$ cat config.mk
export PLATFORM = sky130hd
export DESIGN_NAME = bp_fe_bht_sched
export DESIGN_NICKNAME = d
export VERILOG_FILES = /design/src/rtl/bp_fe_pkg.sv /design/src/rtl/bp_fe_bht_upd_fifo.sv /design/src/rtl/bp_fe_bht_sched.sv
export SDC_FILE = /design/constraint.sdc
export NUM_CORES = 1
export LEC_CHECK = 0
export CAP_MARGIN = 20
export CORE_UTILIZATION = 54
export CTS_BUF_LIST = sky130_fd_sc_hd__clkbuf_8
export DETAILED_ROUTE_END_ITERATION = 8
export GPL_ROUTABILITY_DRIVEN = 0
export PLACE_DENSITY = 0.82
export SETUP_SLACK_MARGIN = 0.4
export SYNTH_ARGS = -nofsm -noshare
export SYNTH_HDL_FRONTEND = slang
export SYNTH_SLANG_ARGS = --single-unit
export TNS_END_PERCENT = 10
$ cat constraint.sdc
create_clock -name clk_i -period 4.2 [get_ports clk_i]
set_input_delay 0.84 -clock clk_i [delete_from_list [all_inputs] [get_ports clk_i]]
set_output_delay 0.84 -clock clk_i [all_outputs]
set_load 0.05 [all_outputs]
$ cat src/rtl/bp_fe_pkg.sv
// Shared types for the front-end BHT scheduler.
// The update record width follows the BHT index width, so it is built by a macro.
package bp_fe_pkg;

  typedef enum logic [1:0] {
    e_idle,
    e_active,
    e_force
  } bp_fe_bht_sched_state_e;

endpackage

`define BP_FE_BHT_UPD_S(idx_width) \
  typedef struct packed { \
    logic [idx_width-1:0] idx; \
    logic                 correct; \
  } bp_fe_bht_upd_s

$ cat src/rtl/bp_fe_bht_upd_fifo.sv
// Small circular FIFO with valid/ready enqueue, yumi dequeue, clear and a registered count.
module bp_fe_bht_upd_fifo #(
  parameter int unsigned width_p = 10,
  parameter int unsigned els_p   = 4,
  localparam int unsigned ptr_width_lp = $clog2(els_p),
  localparam int unsigned cnt_width_lp = ptr_width_lp + 1
) (
  input  logic                    clk_i,
  input  logic                    reset_n_i,
  input  logic                    clr_i,
  input  logic                    v_i,
  input  logic [width_p-1:0]      data_i,
  output logic                    ready_o,
  input  logic                    yumi_i,
  output logic                    v_o,
  output logic [width_p-1:0]      data_o,
  output logic                    full_o,
  output logic [cnt_width_lp-1:0] cnt_o
);

  // Pointers carry one wrap bit so full and empty are distinguishable.
  logic [ptr_width_lp:0]   rptr_q, wptr_q;
  logic [cnt_width_lp-1:0] cnt_q;
  logic [width_p-1:0]      mem [els_p];
  logic                    empty, full, enq, deq;

  always_comb begin
    empty   = (rptr_q == wptr_q);
    full    = (rptr_q[ptr_width_lp] != wptr_q[ptr_width_lp])
            & (rptr_q[ptr_width_lp-1:0] == wptr_q[ptr_width_lp-1:0]);
    enq     = v_i & ~full & ~clr_i;
    deq     = yumi_i & ~empty & ~clr_i;
    ready_o = ~full;
    full_o  = full;
    v_o     = ~empty;
    data_o  = mem[rptr_q[ptr_width_lp-1:0]];
    cnt_o   = cnt_q;
  end

  always_ff @(posedge clk_i) begin
    if (!reset_n_i || clr_i) begin
      rptr_q <= '0;
      wptr_q <= '0;
      cnt_q  <= '0;
    end else begin
      if (enq) wptr_q <= wptr_q + (ptr_width_lp + 1)'(1);
      if (deq) rptr_q <= rptr_q + (ptr_width_lp + 1)'(1);
      cnt_q <= cnt_q + cnt_width_lp'(enq) - cnt_width_lp'(deq);
    end
  end

  always_ff @(posedge clk_i) begin
    if (enq) mem[wptr_q[ptr_width_lp-1:0]] <= data_i;
  end

endmodule

$ cat src/rtl/bp_fe_bht_sched.sv
// Arbitrates BHT lookups and queued direction updates onto one read and one write port,
// deferring a write that collides with the same-cycle lookup for a bounded number of cycles.
module bp_fe_bht_sched
  import bp_fe_pkg::*;
#(
  parameter int unsigned bht_idx_width_p = 9,
  parameter int unsigned upd_fifo_els_p  = 4,
  parameter int unsigned max_defer_p     = 3,
  localparam int unsigned cnt_width_lp   = $clog2(upd_fifo_els_p) + 1,
  localparam int unsigned defer_width_lp = $clog2(max_defer_p + 1)
) (
  input  logic                       clk_i,
  input  logic                       reset_n_i,
  input  logic                       lookup_v_i,
  input  logic [bht_idx_width_p-1:0] lookup_idx_i,
  output logic                       lookup_ready_o,
  output logic                       predict_v_o,
  output logic                       predict_o,
  input  logic                       upd_v_i,
  input  logic [bht_idx_width_p-1:0] upd_idx_i,
  input  logic                       upd_correct_i,
  output logic                       upd_ready_o,
  input  logic                       flush_i,
  output logic                       bht_r_v_o,
  output logic [bht_idx_width_p-1:0] bht_idx_r_o,
  output logic                       bht_w_v_o,
  output logic [bht_idx_width_p-1:0] bht_idx_w_o,
  output logic                       bht_correct_o,
  input  logic                       bht_predict_i,
  output logic [cnt_width_lp-1:0]    fifo_cnt_o
);

  `BP_FE_BHT_UPD_S(bht_idx_width_p);

  bp_fe_bht_upd_s          enq_data, head;
  bp_fe_bht_sched_state_e  state_q, state_n;
  logic [defer_width_lp-1:0] defer_q, defer_n;
  logic [cnt_width_lp-1:0] cnt, cnt_n;
  logic fifo_v, fifo_full, fifo_ready;
  logic hazard, full_hazard, in_force, lookup_ready, read, write, defer, enq_v, upd_ready;
  logic predict_v_q;

  assign enq_data = '{idx: upd_idx_i, correct: upd_correct_i};

  bp_fe_bht_upd_fifo #(
    .width_p($bits(bp_fe_bht_upd_s)),
    .els_p  (upd_fifo_els_p)
  ) upd_fifo (
    .clk_i    (clk_i),
    .reset_n_i(reset_n_i),
    .clr_i    (flush_i),
    .v_i      (enq_v),
    .data_i   (enq_data),
    .ready_o  (fifo_ready),
    .yumi_i   (write),
    .v_o      (fifo_v),
    .data_o   (head),
    .full_o   (fifo_full),
    .cnt_o    (cnt)
  );

  always_comb begin
    in_force     = (state_q == e_force);
    hazard       = fifo_v & lookup_v_i & (head.idx == lookup_idx_i);
    full_hazard  = fifo_full & hazard;
    lookup_ready = reset_n_i & ~in_force & ~full_hazard;
    read         = lookup_v_i & lookup_ready;
    write        = reset_n_i & fifo_v & ~flush_i & (in_force | full_hazard | ~hazard);
    defer        = reset_n_i & fifo_v & ~flush_i & ~write;
    upd_ready    = reset_n_i & fifo_ready & ~flush_i;
    enq_v        = upd_v_i & upd_ready;
    cnt_n        = cnt + cnt_width_lp'(enq_v) - cnt_width_lp'(write);

    defer_n = defer_q;
    if (flush_i || write) defer_n = '0;
    else if (defer)       defer_n = defer_q + defer_width_lp'(1);

    // Force once the head has waited its limit, or if a deferral leaves the FIFO full.
    state_n = e_active;
    if (flush_i || cnt_n == '0) begin
      state_n = e_idle;
    end else if (defer && (defer_n == defer_width_lp'(max_defer_p)
                           || cnt_n == cnt_width_lp'(upd_fifo_els_p))) begin
      state_n = e_force;
    end
  end

  always_ff @(posedge clk_i) begin
    if (!reset_n_i) begin
      state_q     <= e_idle;
      defer_q     <= '0;
      predict_v_q <= 1'b0;
    end else begin
      state_q     <= state_n;
      defer_q     <= defer_n;
      predict_v_q <= read;
    end
  end

  always_comb begin
    lookup_ready_o = lookup_ready;
    upd_ready_o    = upd_ready;
    bht_r_v_o      = read;
    bht_idx_r_o    = read ? lookup_idx_i : '0;
    bht_w_v_o      = write;
    bht_idx_w_o    = write ? head.idx : '0;
    bht_correct_o  = write & head.correct;
    predict_v_o    = reset_n_i & predict_v_q;
    predict_o      = reset_n_i & predict_v_q & bht_predict_i;
    fifo_cnt_o     = reset_n_i ? cnt : '0;
  end

endmodule
==> summary.md, run 1 <==
| Metric | Value |
|---|---|
| Layout Nets | 316 |
| Ys Warns | 0 |
| Mapped Area | 2860 µm² |
| RSZ-0062 raised after global routing | no |
| P&R area growth vs syn | 29.4% |
| Post-synthesis sequential area ratio | 53.2% |
| Max VDD drop | between 0.2 and 0.25 mV |
| Hold Crit Class | reg -> reg |
| Number of enable flip-flop cells after synthesis | 40 |
| Total GRT Usage | a little over a fifth |
| Min Tclk post-route | 3.65 ns |
| Setup TNS | 0 ns |
| Share of layout cells above drive strength 1 | 19.6% |
| CP startpoint kind | flip-flop |
| DR iter-0 viols | 98 |
| IO buf count | 52 |
| Pwr Total | 1120 µW |
| Hold depth | 2 |
| Crit path required time | 4.43 ns |
| Vias per cell | 5.48 |
| Fmax | 274 MHz |
| Initial antenna violation count | 0 |
| Vias in the first global route | 1831 |
| Final Skew | between 0.009 and 0.01 ns |
| # fillers | between 300 and 400 |
| Via total after detailed routing | 1925 |
| Tightest Pin Transition | 0.582 ns |
| DRC viols | 0 |
| Synth top area share | a little over two fifths |
| Metal-1 WL | 2.43 mm |
| Final period util | between 80% and 90% |
| Area contributors post-synth | edfxtp_1, dfxtp_1, mux4_1, xnor2_1, ha_1 |
| First-pass GRT wire length | 8.70 mm |
| Deepest clock path buffer count | 2 |
| Initial DRT Pass Iterations | 4 |
| Mapped Nets | 256 |
| I/O pins | 53 |
| R2R depth | 14 |
| Cell Pwr Density | 303 nW/µm² |
| CTS root buffer | clkbuf_8 |
| Die area | 5590 µm² |
| Status | complete, no violations |
| CTS buffer count | 5 |
| Max Cap Viol | 0 |
| P_leak | ~0.0014 µW |
| Ant. Diodes | 0 |
| Seq cells post-synth | 56 |
| Fin cells | 351 |
| CTS tree | yes |
| Slew Viols, Final | 0 |
| Top FF cell, synth | edfxtp_1 |
| Inst Count DP | 342 |
| Die Wd | 74.8 µm |
| H-Tree Depth | 2 |
| Worst-Skew Late Latency | around 0.31 ns |
| Num Clock Sinks | 56 |
| Critical Path Sink Type | flip-flop |
| Grt ovf | 0 |
| Post-Synthesis Cells | 220 |
| Initial Util | 56.0% |
| Area leader, netlist | edfxtp_1 |
| Top layer in use | met4 |
| DP Worst Slack | 0.199 ns |
| Post-synthesis cell type count | 41 |
| Number of hold buffers added after cts | 0 |
| Die H | around 75 µm |
| Final hold violation count | 0 |
| Async SR Flop Fraction | 0% |
| DR WL met3 | 284 µm |
| DR WL/cell | ~16 µm |
| Post-DP HPWL | 4.35 mm |
| Crit path max fanout | 7 |
| Met2 WL | 2.95 mm |
| Syn_area_per_cell | 13.0 µm² |
| FP Rows | 26 |
| Crit path kind | reg -> reg |
| Final Setup Violations | 0 |
| Setup ws final | roughly 0.55 ns |
| Clk slew on worst S/H paths | roughly 0.1 ns |
| Worst EP arrival | between 3 and 4 ns |
| Max-Slew Margin vs Limit | around 61% |
| Post-route ant nets | 0 |
| Core region area | 5110 µm² |
| Pin count of the biggest net entering global routing | 19 |
| WL final | around 5.8 mm |
-- power breakdown --
group | switching, µW | internal [µW]
combinational | 119 | 104
clock | 172 | 120
sequential | 8.80 | 600
total | 299 | 824
-- critical path: stages (launching register included) --
cell and delay (ns):
dfxtp_4 0.40, buf_12 0.13, mux4_2 0.55, xnor2_2 0.18, or3b_4 0.42, nor3_4 0.18
nor2_4 0.08, ha_1 0.28, inv_1 0.04, ha_1 0.20, fa_1 0.40, xnor2_2 0.17
a21oi_1 0.10, or3_1 0.33, nor4_2 0.12
-- final timing paths --
kind,from,endpoint,slack (ns)
min reg2reg,defer_q[0]$_SDFF_PN0_,defer_q[0]$_SDFF_PN0_,0.52
min,defer_q[0]$_SDFF_PN0_,defer_q[0]$_SDFF_PN0_,0.52
max,flip-flop,state_q[1]$_SDFF_PP0_,0.55
max reg2reg,flip-flop,state_q[1]$_SDFF_PP0_,0.55
-- registers in the layout (all words and copies together) (netlist names), named ones only --
name and flops:
upd_fifo.rptr_q 3, predict_v_q 1, defer_q 2, upd_fifo.wptr_q 3
upd_fifo.cnt_o 3, state_q 2, upd_fifo.mem 40
-- layer usage --
layer,global-route usage (%),vias up
met1,27.4,915
met5,0,-
li1,-,931
met4,7.76,0
met3,3.88,10
met2,37.7,69
-- cells in the mapped netlist (2+ instances only) --
cell type and instances:
edfxtp_1 40, inv_1 20, dfxtp_1 16, nor3_1 14, xnor2_1 14, nor2_1 11, and2_1 10, nor3b_1 10
ha_1 9, mux4_1 9, nand2_1 7, clkbuf_1 6, a21oi_1 4, o21ai_0 4, o311ai_1 4, and3_1 3
buf_6 3, nand3_1 3, nor4_1 3, xor2_1 3, fa_1 2, nand2b_1 2, nor2b_1 2, o311a_1 2
o31ai_1 2, xnor2_2 2
-- metrics by stage --
step | hold slack, ns | util, % | instance area, µm²
final | 0.516 | 72.5 | 3700
after CTS | 0.516 | 72.0 | 3680
after detailed placement | 0.502 | 70.2 | 3580
after global routing | 0.550 | 72.5 | 3700
after floorplan | 0.473 | - | 2870
after global placement | 0.484 | 70.2 | 3580
-- what timing repair did --
item                                   CTS  global route
setup endpoints to repair                1             1
cloned                                   0             0
endpoints found under the hold margin    0             0
pin swaps                                0             2
buffers inserted                         0             1
gates resized for setup                  1             4
-- placed cells by master (no fill, tap or decap), types with 4 or more instances in the layout --
cell type         n
nor2_1           10
buf_12           12
a21oi_1           4
nand2_1           7
buf_4            21
xnor2_1          13
o311ai_1          4
clkbuf_8          5
mux4_1            9
nor3b_1          10
edfxtp_1         40
clkdlybuf4s50_1  30
inv_1            20
and2_1           10
ha_1              9
dfxtp_1          15
o21ai_0           4
nor3_1           14
-- cells by family (layout without fill, tap and decap cells) --
group           after synthesis  count (layout)  synth area share [%]
compound gates               21              21                  5.73
xor+xnor                     19              19                  6.34
fa+ha+maj                    11              11                  5.33
buf+inv                      30              91                  4.85
flops                        56              56                  53.2
mux                          10              10                  9.05
simple gates                 73              73                  15.5
-- layout make-up --
type	count	area, µm²	share of cell area, %
sequential	56	1530	41.2
multi-input combinational	134	1220	33.1
tap	70	87.6	2.37
clock inverter	3	22.5	0.608
clock buffer	5	68.8	1.86
timing repair buffer	63	698	18.9
inverter	20	75.1	2.03
Power figures use the tool's default switching activity.
==> run 2: changes to the inputs <==
--- a/config.mk
+++ b/config.mk
@@ -6,6 +6,7 @@
 export NUM_CORES = 1
 export LEC_CHECK = 0
 export CAP_MARGIN = 20
+export CORE_MARGIN = 2
 export CORE_UTILIZATION = 54
 export CTS_BUF_LIST = sky130_fd_sc_hd__clkbuf_8
 export DETAILED_ROUTE_END_ITERATION = 8
==> summary.md, run 2 (synthesis gave the netlist of run 1 again) <==
| Metric | Value |
|---|---|
| CTS buffer count | 5 (unchanged) |
| Initial antenna violation count | 0 (unchanged) |
| Clk slew on worst S/H paths | 0.09 ns (about the same) |
| Fin area | 3730 µm² (+0.84%) |
| Final period util | 86.6% (-0.24 points) |
| I/O pins | 53 (unchanged) |
| Status | complete, no violations |
| Worst EP arrival | 3.86 ns (-0.02 ns) |
| CP startpoint kind | input port |
| Setup TNS | 0 ns (unchanged) |
| Grt ovf | 0 (unchanged) |
| Min Tclk post-route | 3.64 ns (-0.00993 ns) |
| Crit path cell chain | clkdlybuf4s50_1, xnor2_2, or3b_4, nor3_4, nor2_4, ha_1, inv_1, ha_1, fa_2, xnor2_2, a21oi_1, or3_1, nor4_1 |
| First-pass GRT wire length | 9.18 mm (+5.5%) |
| DR WL/cell | 16.1 µm (-2.2%) |
| R2r setup slk | 0.58 ns (+0.03 ns) |
| Post-DP HPWL | 4.06 mm (-6.7%) |
| Die H | 76.8 µm (+2.7%) |
| P&R area growth vs syn | 30.5% |
| Core region area | 5110 µm² (unchanged) |
| Critical Path Sink Type | flip-flop |
| H-Tree Depth | 2 (unchanged) |
| DP Worst Slack | 0.239 ns (+0.0394 ns) |
| Setup crit end | state_q[1]$_SDFF_PP0_ |
| DRC viols | 0 (unchanged) |
| Hold Crit Class | reg -> reg |
| Setup ws final | 0.561 ns (+0.00993 ns) |
| Final Skew | 0.00436 ns (-0.00539 ns) |
| R2R Path End | state_q[1]$_SDFF_PP0_ |
| Die area | 5900 µm² (+5.4%) |
| Vias in the first global route | 1821 (-0.55%) |
| Critical Path Max Stage Delay | 0.52 ns (-0.03 ns) |
| Pin count of the biggest net entering global routing | 19 (unchanged) |
| P_leak | 0.00139 µW (+1.8%) |
| Post-route ant nets | 0 (unchanged) |
| Initial DRT Pass Iterations | 4 (unchanged) |
| RSZ-0062 raised after global routing | no |
| Crit path kind | in -> reg |
| Die Wd | 76.8 µm (+2.7%) |
| Crit path max fanout | 3 (-4) |
| Total GRT Usage | 20.0% (-1.7 points) |
| DR iter-0 viols | 60 (-39%) |
| Cell Pwr Density | 316 nW/µm² (+4.3%) |
| Ant. Diodes | 0 (unchanged) |
| Post_cts resized | 0 (-1) |
| Final Setup Violations | 0 (unchanged) |
| Most frequent cells in the layout | edfxtp_1, clkdlybuf4s50_1, buf_4, inv_1 |
| # fillers | 343 (-2.0%) |
| Max VDD drop | 0.285 mV (+22%) |
| Number of hold buffers added after cts | 0 (unchanged) |
| Slew Viols, Final | 0 (unchanged) |
| Layout Nets | 316 (unchanged) |
| Post-CTS Setup Repair Bufs | 0 (unchanged) |
| Num Clock Sinks | 56 (unchanged) |
| Commonest non-fill, non-tap cell in the layout | edfxtp_1 |
| FP Rows | 26 (unchanged) |
| Crit path required time | 4.42 ns (about the same) |
| CTS tree | yes |
| Deepest clock path buffer count | 2 (unchanged) |
| Max Cap Viol | 0 (unchanged) |
| Fin cells | 351 (unchanged) |
| IO buf count | 52 (unchanged) |
| Initial Util | 56.0% (unchanged) |
| Vias per cell | 5.46 (-0.42%) |
| Final hold violation count | 0 (unchanged) |
| Tightest Pin Transition | 0.564 ns (-0.0179 ns) |
| Fmax | 275 MHz (+0.27%) |
| Share of layout cells above drive strength 1 | 21.0% (+1.4 points) |
| WL final | 5.65 mm (-2.2%) |
| Max reg flops | 40 (unchanged) |
| CP max-delay cell | clkdlybuf4s50_1 |
| Via total after detailed routing | 1917 (-0.42%) |
| R2R depth | 13 (-1) |
| CTS root buffer | clkbuf_8 |
| Inst Count DP | 343 (+0.29%) |
| Max-Slew Margin vs Limit | 62.4% (+1.2 points) |
| Crit path launch | lookup_idx_i[5] |
| Placed Area | 3580 µm² (-0.14%) |
| Worst-Skew Late Latency | 0.30 ns (about the same) |
[run 2: final cells by class]
| class | instances | area, µm² | area share, % |
|---|---|---|---|
| Clock inverter | 3 | 46.3 | 1.24 |
| Tap cell | 70 | 87.6 | 2.35 |
| Multi-Input combinational cell | 134 | 1240 | 33.3 |
| Timing Repair Buffer | 63 | 686 | 18.4 |
| Clock buffer | 5 | 68.8 | 1.84 |
| Sequential cell | 56 | 1530 | 40.9 |
| Inverter | 20 | 75.1 | 2.01 |
[run 2: per-layer routing]
| layer | part of all wire (%) | up-vias | global-route usage [%] |
|---|---|---|---|
| met5 | 0 | - | 0 |
| met4 | 0.99 | 0 | 6.73 |
| met3 | 4.8 | 6 | 3.76 |
| met2 | 50 | 69 | 33.7 |
| met1 | 44 | 909 | 26.1 |
| li1 | - | 933 | - |
[run 2: worst max-delay path: cells and delay by family]
kind	cells	cell delay, ns
fa+ha+maj	3	0.83
xor+xnor	2	0.32
compound gates	1	0.10
buf+inv	2	0.56
simple gates	5	1.20
[run 2: how the worst min path moves through the flow]
stage | start | end | cells after the start
after floorplan | defer_q[1]$_SDFF_PN0_ | defer_q[1]$_SDFF_PN0_ | 1
after global placement | defer_q[1]$_SDFF_PN0_ | defer_q[1]$_SDFF_PN0_ | 1
after detailed placement | defer_q[1]$_SDFF_PN0_ | defer_q[1]$_SDFF_PN0_ | 1
after CTS | defer_q[1]$_SDFF_PN0_ | defer_q[1]$_SDFF_PN0_ | 1
after global routing | defer_q[1]$_SDFF_PN0_ | defer_q[1]$_SDFF_PN0_ | 1
final | defer_q[0]$_SDFF_PN0_ | defer_q[0]$_SDFF_PN0_ | 2
[run 2: through the flow]
stage | hold slack [ns] | util [%] | total power [µW]
2_1_floorplan | 0.473 | - | 754
3_3_place_gp | 0.484 | 70.1 | 830
3_5_place_dp | 0.496 | 70.1 | 834
4_1_cts | 0.518 | 72.3 | 1180
5_1_grt | 0.553 | 73.1 | 1230
6_report | 0.518 | 73.1 | 1180
[run 2: power by group]
part           internal (µW)  total, µW  switching [µW]
combinational            103        222             118
sequential               600        609            8.39
clock                    181        351             170
